===== config.mk =====
export PLATFORM = sky130hd
export DESIGN_NAME = traffic_light_multi
export DESIGN_NICKNAME = d
export VERILOG_FILES = /design/src/rtl/traffic_light_multi.sv
export SDC_FILE = /design/constraint.sdc
export NUM_CORES = 1
export LEC_CHECK = 0
export ABC_AREA = 0
export CAP_MARGIN = 20
export CORE_UTILIZATION = 39
export CTS_CLUSTER_DIAMETER = 40
export DETAILED_ROUTE_END_ITERATION = 16
export PLACE_DENSITY = 0.57
export SYNTH_ARGS = -nofsm -noshare
export SYNTH_HDL_FRONTEND = slang
export SYNTH_SLANG_ARGS = --single-unit

===== constraint.sdc =====
create_clock -name clk -period 2.4 [get_ports clk]
set_clock_uncertainty 0.05 [all_clocks]
set_input_delay 0.72 -clock clk [delete_from_list [all_inputs] [get_ports clk]]
set_output_delay 0.72 -clock clk [all_outputs]
set_load 0.1 [all_outputs]

===== src/rtl/traffic_light_multi.sv =====
// Highway / multi-side-road intersection controller with round-robin side grants
// and a night flash mode. Lamps are Moore outputs decoded from the registered state.
module traffic_light_multi #(
  parameter int NUM_SIDE     = 2,
  parameter int HW_MIN_GREEN = 10,
  parameter int YELLOW       = 3,
  parameter int ALL_RED      = 1,
  parameter int SIDE_GREEN   = 5,
  parameter int FLASH_HALF   = 2,
  localparam int SW = (NUM_SIDE > 1) ? $clog2(NUM_SIDE) : 1
) (
  input  logic                  clk,
  input  logic                  rst_n,
  input  logic [NUM_SIDE-1:0]   sensor,
  input  logic                  flash,
  output logic [2:0]            light_highway,
  output logic [3*NUM_SIDE-1:0] light_side,
  output logic [SW-1:0]         side_sel
);

  localparam logic [2:0] S_HW_GREEN   = 3'd0;
  localparam logic [2:0] S_HW_YELLOW  = 3'd1;
  localparam logic [2:0] S_ALL_RED_1  = 3'd2;
  localparam logic [2:0] S_SIDE_GREEN = 3'd3;
  localparam logic [2:0] S_SIDE_YEL   = 3'd4;
  localparam logic [2:0] S_ALL_RED_2  = 3'd5;
  localparam logic [2:0] S_FLASH      = 3'd6;

  localparam int M1   = (HW_MIN_GREEN > SIDE_GREEN) ? HW_MIN_GREEN : SIDE_GREEN;
  localparam int M2   = (YELLOW > ALL_RED) ? YELLOW : ALL_RED;
  localparam int MAXD = (M1 > M2) ? M1 : M2;
  localparam int TW   = $clog2(MAXD) + 1;
  localparam int BW   = $clog2(FLASH_HALF) + 1;

  localparam logic [TW-1:0] T_HWG = TW'(HW_MIN_GREEN - 1);
  localparam logic [TW-1:0] T_YEL = TW'(YELLOW - 1);
  localparam logic [TW-1:0] T_AR  = TW'(ALL_RED - 1);
  localparam logic [TW-1:0] T_SG  = TW'(SIDE_GREEN - 1);
  localparam logic [BW-1:0] B_END = BW'(FLASH_HALF - 1);

  logic [2:0]            state, nxt;
  logic [TW-1:0]         timer;
  logic [BW-1:0]         blink_cnt;
  logic                  blink_off;
  logic                  flash_exit;
  logic [NUM_SIDE-1:0]   pending, pend_nxt, req, sel_mask, rot;
  logic [2*NUM_SIDE-1:0] dbl;
  logic [SW:0]           base, cand;
  logic [SW-1:0]         last, grant;
  logic                  side_enter;

  assign req        = pending | sensor;
  assign sel_mask   = NUM_SIDE'(1) << side_sel;
  assign side_enter = (state == S_ALL_RED_1) && (nxt == S_SIDE_GREEN);

  always_comb begin
    nxt = state;
    case (state)
      S_HW_GREEN:   if (flash || ((timer >= T_HWG) && (|req))) nxt = S_HW_YELLOW;
      S_HW_YELLOW:  if (timer == T_YEL) nxt = S_ALL_RED_1;
      S_ALL_RED_1:  if (timer == T_AR)  nxt = flash_exit ? S_FLASH : S_SIDE_GREEN;
      S_SIDE_GREEN: if (timer == T_SG)  nxt = S_SIDE_YEL;
      S_SIDE_YEL:   if (timer == T_YEL) nxt = S_ALL_RED_2;
      S_ALL_RED_2:  if (timer == T_AR)  nxt = S_HW_GREEN;
      S_FLASH:      if (!flash)         nxt = S_ALL_RED_2;
      default:      nxt = S_HW_GREEN;
    endcase
  end

  // Round-robin: rotate req so bit 0 is side last+1, then take the lowest set bit.
  always_comb begin
    base  = {1'b0, last} + (SW+1)'(1);
    dbl   = {req, req} >> base;
    rot   = dbl[NUM_SIDE-1:0];
    grant = side_sel;
    cand  = '0;
    for (int k = NUM_SIDE - 1; k >= 0; k--) begin
      if (rot[k]) begin
        cand = base + (SW+1)'(k);
        if (cand >= (SW+1)'(NUM_SIDE)) cand = cand - (SW+1)'(NUM_SIDE);
        grant = cand[SW-1:0];
      end
    end
  end

  // The side being served ignores its own sensor; its latch clears on green entry.
  always_comb begin
    pend_nxt = pending | sensor;
    if ((state == S_SIDE_GREEN) || (state == S_SIDE_YEL))
      pend_nxt = pending | (sensor & ~sel_mask);
    if (side_enter) pend_nxt = pend_nxt & ~sel_mask;
  end

  always_ff @(posedge clk) begin
    if (!rst_n) begin
      state      <= S_HW_GREEN;
      timer      <= '0;
      pending    <= '0;
      last       <= SW'(NUM_SIDE - 1);
      side_sel   <= '0;
      flash_exit <= 1'b0;
      blink_cnt  <= '0;
      blink_off  <= 1'b0;
    end else begin
      state   <= nxt;
      pending <= pend_nxt;
      if (nxt != state)     timer <= '0;
      else if (timer != '1) timer <= timer + TW'(1);
      if ((state == S_HW_GREEN) && (nxt == S_HW_YELLOW)) begin
        flash_exit <= flash;
        if (!flash) side_sel <= grant;
      end
      if (side_enter) last <= side_sel;
      if (state != S_FLASH) begin
        blink_cnt <= '0;
        blink_off <= 1'b0;
      end else if (blink_cnt == B_END) begin
        blink_cnt <= '0;
        blink_off <= ~blink_off;
      end else begin
        blink_cnt <= blink_cnt + BW'(1);
      end
    end
  end

  always_comb begin
    case (state)
      S_HW_GREEN:  light_highway = 3'b001;
      S_HW_YELLOW: light_highway = 3'b010;
      S_FLASH:     light_highway = blink_off ? 3'b000 : 3'b010;
      default:     light_highway = 3'b100;
    endcase
    light_side = {NUM_SIDE{3'b100}};
    for (int i = 0; i < NUM_SIDE; i++) begin
      if (sel_mask[i] && (state == S_SIDE_GREEN)) light_side[3*i +: 3] = 3'b001;
      if (sel_mask[i] && (state == S_SIDE_YEL))   light_side[3*i +: 3] = 3'b010;
    end
  end

endmodule


Word-level counts from Yosys, hierarchy flattened
Index checks and enable logic that the tools add are counted.
Word-level totals
  register bits: 16
  latch bits: 0
  bits in writable memories: 0
  memory bits (read-only): 0
  bits of input ports: 5
  word-level logic and storage cells: 79
  memories kept: 0
Cells by class
  add/sub/neg operators: 6
  multipliers: 0
  div/mod/pow operators: 0
  magnitude comparators: 3
  equality and inequality tests: 14
  shifts and indexed selects: 2
  mux-type cells: 21
  bitwise operators: 8
  reductions and logical operators: 17
Operators with widths (number)
  3-bit 2-to-1 mux: 12
  3-bit case mux with 7 select lines: 1
  3-bit by 2-bit equality test with 1-bit output, second input constant: 3
  3-bit equality test, second input constant: 3
  3-bit case mux with 3 select lines: 1
  1-bit logical AND: 7
  3-bit by 1-bit equality test with 1-bit output, second input constant: 2
  2-bit 2-to-1 mux: 3
  2-bit OR reduction: 3
  5-bit by 1-bit adder with 5-bit output, second input constant: 1
  5-bit by 2-bit equality test with 1-bit output, second input constant: 1
  5-bit by 3-bit equality test with 1-bit output, second input constant: 1
  5-bit by 4-bit >= comparator with 1-bit output, second input constant: 1
  5-bit zero test: 1
  5-bit != test, second input constant: 1
  2-bit by 1-bit adder with 2-bit output, second input constant: 2
  2-bit AND: 2
  2-bit >= comparator, second input constant: 2
  1-bit 2-to-1 mux: 4
  2-bit bitwise OR: 2
  4-bit by 2-bit right shift with 2-bit output: 1
  3-bit zero test: 1
  3-bit != test: 1
  3-bit != test, second input constant: 1
  other kinds (10): 14

Longest topological paths before layout
  word-level depth: 9
  depth in mapped cells: 6
  depth with buffers taken out: 6

Worst setup path after synthesis
Ideal clock, no wire load.
  path kind: register -> register
  start point: reg side_sel
  end point: reg pending[0]
  arrival: 6.623 ns
  setup slack: -4.392 ns
  stages on the path, launching flop included: 5
  path buffers: 0
  period minus slack after synthesis: 6.792 ns
  path through: dfxtp_1 > nor4b_1 > nor2_1 > and2_1 > o221a_2
On the way
  word-level cells in the longest chain between the ends: 7
RTL lines
  start, declared: RTL line 18  | output logic [SW-1:0] side_sel
  start signal, assigned: RTL line 111  | if (!flash) side_sel <= grant;
  1-bit by 1-bit left shift with 2-bit output *: RTL line 53  | assign sel_mask = NUM_SIDE'(1) << side_sel;
  2-bit inverter *: RTL line 90, 91
  2-bit AND: RTL line 90  | pend_nxt = pending | (sensor & ~sel_mask);
  2-bit bitwise OR: RTL line 90
  2-bit 2-to-1 mux: RTL line 89  | if ((state == S_SIDE_GREEN) || (state == S_SIDE_YEL))
  2-bit AND: RTL line 91  | if (side_enter) pend_nxt = pend_nxt & ~sel_mask;
  2-bit 2-to-1 mux *: RTL line 91
  end signal, assigned: RTL line 106  | pending <= pend_nxt;
  end, declared: RTL line 46  | logic [NUM_SIDE-1:0] pending, pend_nxt, req, sel_mask, rot;
Every way passes the cells marked *; elsewhere a longest branch is shown, timed or not.
A chain may end at the register's enable or synchronous reset.

Worst setup path after layout
  start point: reg state[0]
  end point: out light_highway[0]
On the way
  word-level cells in the longest chain between the ends: 2
  elaborated cells on any way between the ends: 4
  those cells by class: 2 x eq/ne; 1 x mux; 1 x reduce/logical
RTL lines
  start, declared: RTL line 41  | logic [2:0] state, nxt;
  start signal, assigned: RTL line 105  | state <= nxt;
  3-bit equality test (tied with other cells): RTL line 127  | case (state)
  3-bit case mux with 3 select lines *: RTL line 127
  end, declared: RTL line 16  | output logic [2:0] light_highway,
Marked as above.

==> results.txt <==
----------------------------------------------------
[Clocking]
  CTS sink count ... 16
  Clock buffer count from CTS ... 3
  Worst-path clk slew ... about 0.1 ns
  Later-pin clock latency in the skew report ... 0.30 ns
  TritonCTS clock tree ... done
  CTS-repair resized insts ... 2
  Post CTS Setup Buffer Count ... 0
  Master cell of the clock root buffer ... clkbuf_4
  Largest buffer count on any clock path ... 2
  Post-CTS Hold Buffers ... 0
  CTS H-Tree Depth ... 1

[Synth]
  Post-synth EDFFs ... 0
  Count of yosys warnings during synthesis ... 0
  Netlist cell types ... 50
  Post-synth top flop ... dfxtp_1
  Mapped Cells ... 111
  Register area share after synthesis ... 30.70%
  Count of state elements after synthesis ... 16
  Syn_area_per_cell ... about 9.4 sq um
  Synthesized net count ... 122
  Ys async rst share ... 0%
  Cell Area, Synth ... 1044 sq um

[Timing]
  Measured slew at the worst slew-check pin ... 0.4440 ns
  Unrepaired setup endpoints after global routing ... no
  Number of max-slew violations in the final report ... 0
  Setup violation total in the final timing report ... 0
  Final total negative setup slack ... 0 ns
  Clock period minus final worst setup slack ... 2.295 ns
  Final hold violation count ... 0
  Hold WS ... slightly below 0.4 ns
  Ratio of final minimum period to clock period ... 95.62%
  Worst slew margin relative to its limit ... 70.24%
  Highest achievable clock rate ... 435.7 MHz

[GRT]
  Maximum number of pins on one net before global-route repair ... 13
  Via count of the first global-routing pass ... a little under 900
  Antenna violations before repair ... 0
  Met2 global-route usage ... 31.48%
  Met3 global-route usage ... 5.367%
  Leftover overflow at the end of global routing ... 0
  GRT met1 Usage ... approximately a quarter
  Overall routing resource usage ... 19.58%
  Most crowded layer after global routing ... met2
  First-pass GRT wire length ... 4043 um

[Placed design]
  Routability cong. ... 0.7631
  Total placed instance area ... 1455 sq um
  Port bufs ... 14
  # placed instances ... 159
  Final HPWL from detailed placement ... about 1900 um

[Route]
  Count of unresolved DRC violations after routing ... 0
  Total wirelength of the detailed-routed design ... 2373 um
  1st-iter DRT viols ... 13
  Count of TritonRoute iterations in the first routing pass ... 4
  Total number of vias ... 930
  Vias per cell ... 5.706
  Wire length per cell after detailed routing ... 14.56 um
  Number of nets with antenna violations after detailed routing ... 0

[Min path]
  Type of the tightest min-delay check ... reg2reg

[Layout]
  Ratio of cells with drive above 1 in the final layout ... 34.59%
  Fin nets ... 145
  Leading cell type in the layout, fill and taps excluded ... dfxtp_1
  Leading cell types in the layout, fill and taps excluded ... dfxtp_1, buf_4, buf_12, inv_1
  Cell area after layout ... approximately 1500 sq um
  Area Overhead vs Synth ... 43.17%
  Final Instance Count excl. Fillers ... 163
  Diode insertion count for antenna repair ... 0

[Floorplan]
  Initial core utilization ... 41.74%
  Die height ... between 50 and 60 um
  Die area ... 2886 sq um
  Core footprint ... 2500 sq um
  Number of ports placed on the die boundary ... 15
  Total number of placement rows ... 18
  Horizontal die dimension ... approximately 54 um

[Outcome]
  Result of the run ... completed

[Pwr]
  Total power ... 697.0 uW
  Leakage component of the power ... 0.0005343 uW
  Peak supply drop ... 0.0003331 V
  Power density of the placed cells ... between 400 and 500 nW/um^2

[Flow run]
  Count of max-cap constraint violations ... 0

[Worst setup path]
  Type of element capturing the critical path ... primary output
  Maximum fanout count along the critical path ... 10
  Critical path launch point type ... flop
  Type of the setup path with the least slack ... reg2out
  CP required ... 1.63 ns
  Signal arrival time at the worst endpoint ... approximately 1.5 ns

----------------------------------------------------
[metrics by stage]
step	util, %	setup slack [ns]
after floorplan	-	-0.5963
after global placement	58.21	-0.05110
after detailed placement	58.21	-0.1125
after CTS	59.76	0.08610
after global routing	59.76	0.03041
final	59.76	0.1051
[synthesized netlist by cell type (2+ instances only)]
library cell	instances	area (sq um)
a21boi_0	2	15.01
a21oi_1	5	25.02
and2b_2	2	17.52
dfxtp_1	16	320.3
ha_1	6	75.07
inv_1	7	26.28
mux2i_1	2	20.02
nand2_1	2	7.510
nand3_1	2	10.01
nand4b_1	4	35.03
nor2_1	7	26.28
nor2b_1	2	12.51
nor3_1	4	20.02
nor4_1	5	31.28
nor4b_1	2	17.52
nor4bb_1	2	20.02
o211ai_1	2	15.01
o21ai_0	5	25.02
xnor2_1	2	17.52
xor2_1	2	17.52
[per-layer routing]
metal,part of all wire [%],up-vias
met3,4.6,5
li1,-,467
met2,49,21
met1,45,437
met4,1.8,0
met5,0,-
[cell type report]
cell class              count  area (sq um)
clock buffers               4         36.28
repair buffers             23         295.3
well taps                  30         37.54
multi-input cells          83         770.7
fillers                   227          1006
inverters                   7         26.28
flip-flops and latches     16         327.8
[worst max-delay path, cell delays in order (launching register included)]
cell and delay, ns:
dfxtp_2 0.40, buf_4 0.19, nor3_2 0.39, buf_12 0.24
[final timing paths]
path	cells past startpoint	start	slack, ns	to
min	1	blink_cnt[0]	0.39	blink_cnt[0]
min reg2reg	1	blink_cnt[0]	0.39	blink_cnt[0]
max reg2reg	6	timer[1]	0.50	timer[2]
max	3	state[0]	0.11	light_highway[0]
[registers in the layout, summed over array words and instances, names as in the netlist]
register / cells
state: 3
pending: 2
flash_exit: 1
timer: 5
blink_cnt: 2
blink_off: 1
last: 1
side_sel: 1
[cell families (layout without fill, tap and decap cells)]
| group | count (synthesis) | count (layout) | share of synthesized area, % |
|---|---|---|---|
| DFF | 16 | 16 | 30.70 |
| and+or+nand+nor | 44 | 44 | 29.86 |
| adders and majority gates | 6 | 6 | 7.194 |
| muxes | 2 | 2 | 1.919 |
| xor gates and xnor gates | 4 | 4 | 3.358 |
| buffers and inverters | 12 | 34 | 5.874 |
| AOI/OAI and AO/OA | 27 | 27 | 21.10 |
[power breakdown]
group	switching [uW]	leakage [uW]	internal, uW	total (uW)
registers	22.5	0.000133	277	300
logic	125	0.000381	91.6	216
clock network	88.0	0.0000210	92.5	181
(Power assumes the default switching activity.)
